--- src/rtl/ecc_sed_pkg.sv ---
// Shared definitions for the single-error-detect (SED) encoder/checker pair.
// Holds the codeword geometry and the parity function both sides agree on.
package ecc_sed_pkg;

  localparam int DATA_W     = 12;
  localparam int CW_W       = DATA_W + 1;
  localparam int PARITY_BIT = DATA_W;

  typedef enum logic {
    OUT_EMPTY = 1'b0,
    OUT_FULL  = 1'b1
  } out_state_t;

  // Parity bit that makes the whole codeword XOR to 'odd'.
  function automatic logic sed_parity(input logic [DATA_W-1:0] data, input logic odd);
    return (^data) ^ odd;
  endfunction

endpackage

--- src/rtl/ecc_sed_syndrome.sv ---
// Combinational parity syndrome: 1 when the codeword weight disagrees with
// the configured parity sense.
module ecc_sed_syndrome #(
  parameter int CW_W       = ecc_sed_pkg::CW_W,
  parameter bit PARITY_ODD = 1'b0
) (
  input  logic [CW_W-1:0] codeword,
  output logic            syndrome
);

  assign syndrome = (^codeword) ^ PARITY_ODD;

endmodule

--- config.mk ---
export PLATFORM = sky130hd
export DESIGN_NAME = ecc_sed_syndrome
export DESIGN_NICKNAME = d
export VERILOG_FILES = /design/src/rtl/ecc_sed_pkg.sv /design/src/rtl/ecc_sed_syndrome.sv
export SDC_FILE = /design/constraint.sdc
export NUM_CORES = 1
export LEC_CHECK = 0
export CAP_MARGIN = 20
export CORE_AREA = 5 5 42 44
export DETAILED_ROUTE_END_ITERATION = 16
export DIE_AREA = 0 0 47 49
export DONT_BUFFER_PORTS = 1
export PLACE_DENSITY_LB_ADDON = 0.08
export SLEW_MARGIN = 20
export SYNTH_ARGS = -nofsm -noshare
export SYNTH_HDL_FRONTEND = slang
export SYNTH_SLANG_ARGS = --single-unit
--- constraint.sdc ---
create_clock -name vclk -period 1.1
set_input_delay 0.165 -clock vclk [all_inputs]
set_output_delay 0.165 -clock vclk [all_outputs]
set_load 0.03 [all_outputs]
# Yosys cells after proc, flatten, opt, wreduce, memory -nomap -nowiden
# Index checks and enable logic that the tools add are counted.
# classes
n_reduce_logical,1
# op_table
cell,count
XOR reduction 13 bit,1
# word_totals
register_bits,0
inputBits,13
out_inout_bits,1
wordCells,1

# Depth between registers and ports, before layout
# depth
depth_word,1
mapped_depth,3
ltp_nobuf,3

# Worst setup path before layout
# OpenSTA, ideal clock, no wires.
# synth_path
path_type,input-to-output
from,input port codeword[10]
to,output port syndrome
arrival_time_ns,1.271
required_time_ns,0.935
path_slack_ns,-0.336
path_stages,3
path_buffers,0
path_cell_list,xnor3_1 xnor3_1 xnor2_1
# synth_between
elab_chain_len,1
# synth_lines
element,line,source
"start, declared",ecc_sed_syndrome.sv:7,"input logic [CW_W-1:0] codeword,"
XOR reduction 13 bit,ecc_sed_syndrome.sv:11,assign syndrome = (^codeword) ^ PARITY_ODD;
"end, declared",ecc_sed_syndrome.sv:8,output logic syndrome
# Every way passes these cells.

# Worst setup path after layout
# Ends and elaborated chain as after synthesis.

==> impl_metrics.py <==
metrics = {
    "cells_and_area": {
        "antennaDiodeCount": 0,
        "seq_area_um2": 0,
        "drive_above_1_share_pct": 44.4,
        "nClkBuffers": 0,
        "final_nets": 24,
        "stdcell_area_um2": 169,
        "seq_cells": 0,
        "n_fill_cell": 163,
        "area_growth_pct": 40.6,
        "multiInputGateArea_um2": 149,
    },
    "critical_path": {
        "cp.required_ns": 0.94,
        "worst-endpoint-arrival_ns": 1.09,
        "endpoint_kind": "primary output",
        "crit_fanout": 1,
        "critPathLaunchType": "input port",
        "worstSetupPathType": "input port to primary output",
    },
    "synthesis": {
        "yosys-top-cells-area": "xnor3_1 (56%), xnor2_1 (36%), xor2_1 (7.3%)",
        "avgSynthCellArea_um2": 13.3,
        "ys_seq_area_share_pct": 0,
        "synthCells": 9,
        "yosysUniqueCellTypes": 3,
        "ys_top_cells_by_count": "xnor2_1 (5), xnor3_1 (3), xor2_1 (1)",
        "synth_most_common_cell": "xnor2_1",
        "synth_top_area_share_pct": 56.2,
        "synth_top_area_cell": "xnor3_1",
        "yosysWarnings": 0,
        "synth_fp_nets": 22,
        "syn_area_um2": 120,
    },
    "floorplanning": {
        "io-pin-count": 14,
        "num_rows": 14,
        "core_area_mm2": 0.00140,
        "dieArea_mm2": 0.00230,
        "die_h_um": 49,
        "initial_utilization_pct": 8.57,
        "die_w_um": 47,
    },
    "global_route": {
        "first_global_vias": 60,
        "antenna_found_initial": 0,
        "track_usage_pct": 1.13,
        "grt_max_degree": 2,
        "grt_overflow": 0,
        "grt_pass1_wl_um": 200,
    },
    "sta": {
        "tns_ns": -0.152,
        "worst_slack_ns": -0.152,
        "final.min_clock_period_ns": 1.25,
        "rsz0062_at_grt": "true",
        "maxSlewHeadroom_pct": 81.6,
        "hold_violations": 0,
        "drv_slew": 0,
        "fin_crit_sh_pct": 114,
        "max_freq_mhz": 799,
        "worstMarginPinSlew_ns": 0.276,
        "setup_viol": 1,
    },
    "placement": {
        "placed_cell_area_um2": 159,
        "place.gp.congestion": 0.526,
        "port_buffers": 0,
    },
    "power_and_ir_drop": {
        "power.leakage_nw": 0.0739,
        "power_density_mw_per_mm2": 1330,
        "vdd_drop_max_mv": 0.498,
    },
    "status": {
        "violations": "setup timing",
        "outcome": "complete, but fails checks",
    },
    "worst_hold_path": {
        "hold_class": "input port to primary output",
    },
    "drt": {
        "dr.pass1.iters": 1,
        "drt-total-wl_um": 198,
        "wire_per_inst_um": 7.92,
        "drc": 0,
        "viasPerCell": 2.48,
        "initialDrtViolationCount": 0,
        "postRouteAntennaNets": 0,
        "via_count": 62,
    },
    "run": {
        "maxCapViolations": 0,
    },
    "cts": {
        "hold_buffers": 0,
    },
}
## routing by layer
metal  track usage [%]  routed length (um)  vias to the layer above  share of wire (%)
li1                  -                   -                       30                  -
met1              1.09                  61                       22                 31
met2              2.04                  67                       10                 34
met3             0.738                  69                        0                 35
met4                 0                   0                        0                  0
met5                 0                   0                        -                  0
## metrics by stage
stage	utilization (%)	setup slack (ns)	hold slack (ns)	std cells	total power, mW
2_1_floorplan	-	-0.134	0.796	9	0.209
3_3_place_gp	11.3	-0.178	0.831	25	0.221
3_5_place_dp	11.3	-0.188	0.831	25	0.219
4_1_cts	11.4	-0.197	0.804	25	0.226
5_1_grt	12.1	-0.196	0.810	25	0.237
6_report	12.1	-0.152	0.773	25	0.224
## path summary, 6_finish.rpt
| kind | from | endpoint | slack [ns] | cells after the start |
|---|---|---|---|---|
| hold / removal | codeword[3] | syndrome | 0.77 | 3 |
| setup / recovery | codeword[10] | syndrome | -0.15 | 3 |
## cells in the final DEF, fill, tap and decap left out
master,synthesis,final
xnor2_4,0,1
xor2_1,1,1
xnor2_1,5,3
xnor2_2,0,1
xnor3_2,0,2
xnor3_1,3,1
## where the power goes
| group | internal [mW] | leakage [nW] | switching (mW) |
|---|---|---|---|
| Sequential | 0 | 0 | 0 |
| Clock | 0 | 0 | 0 |
| Combinational | 0.120 | 0.0739 | 0.104 |
| Total | 0.120 | 0.0739 | 0.104 |
## area by class of cell
| type | instances | area share (%) |
|---|---|---|
| multi-input combinational | 9 | 88.1 |
| tap | 16 | 11.9 |
## cells by family (layout without fill, tap and decap cells)
kind of cell	after synthesis	in the layout	synth area share, %
XOR/XNOR	9	9	100
## critical path, cell delays in order
cell and delay (ns):
xnor3_1 0.35, xnor3_2 0.30, xnor2_4 0.27
## repair_timing
action / 4_1_cts / 5_1_grt
buffers inserted: 0 / 0
pin swaps: 2 / 3
setup endpoints to repair: 1 / 1
gates resized for setup: 1 / 2
Note: power is estimated with default switching activity, not from simulation.
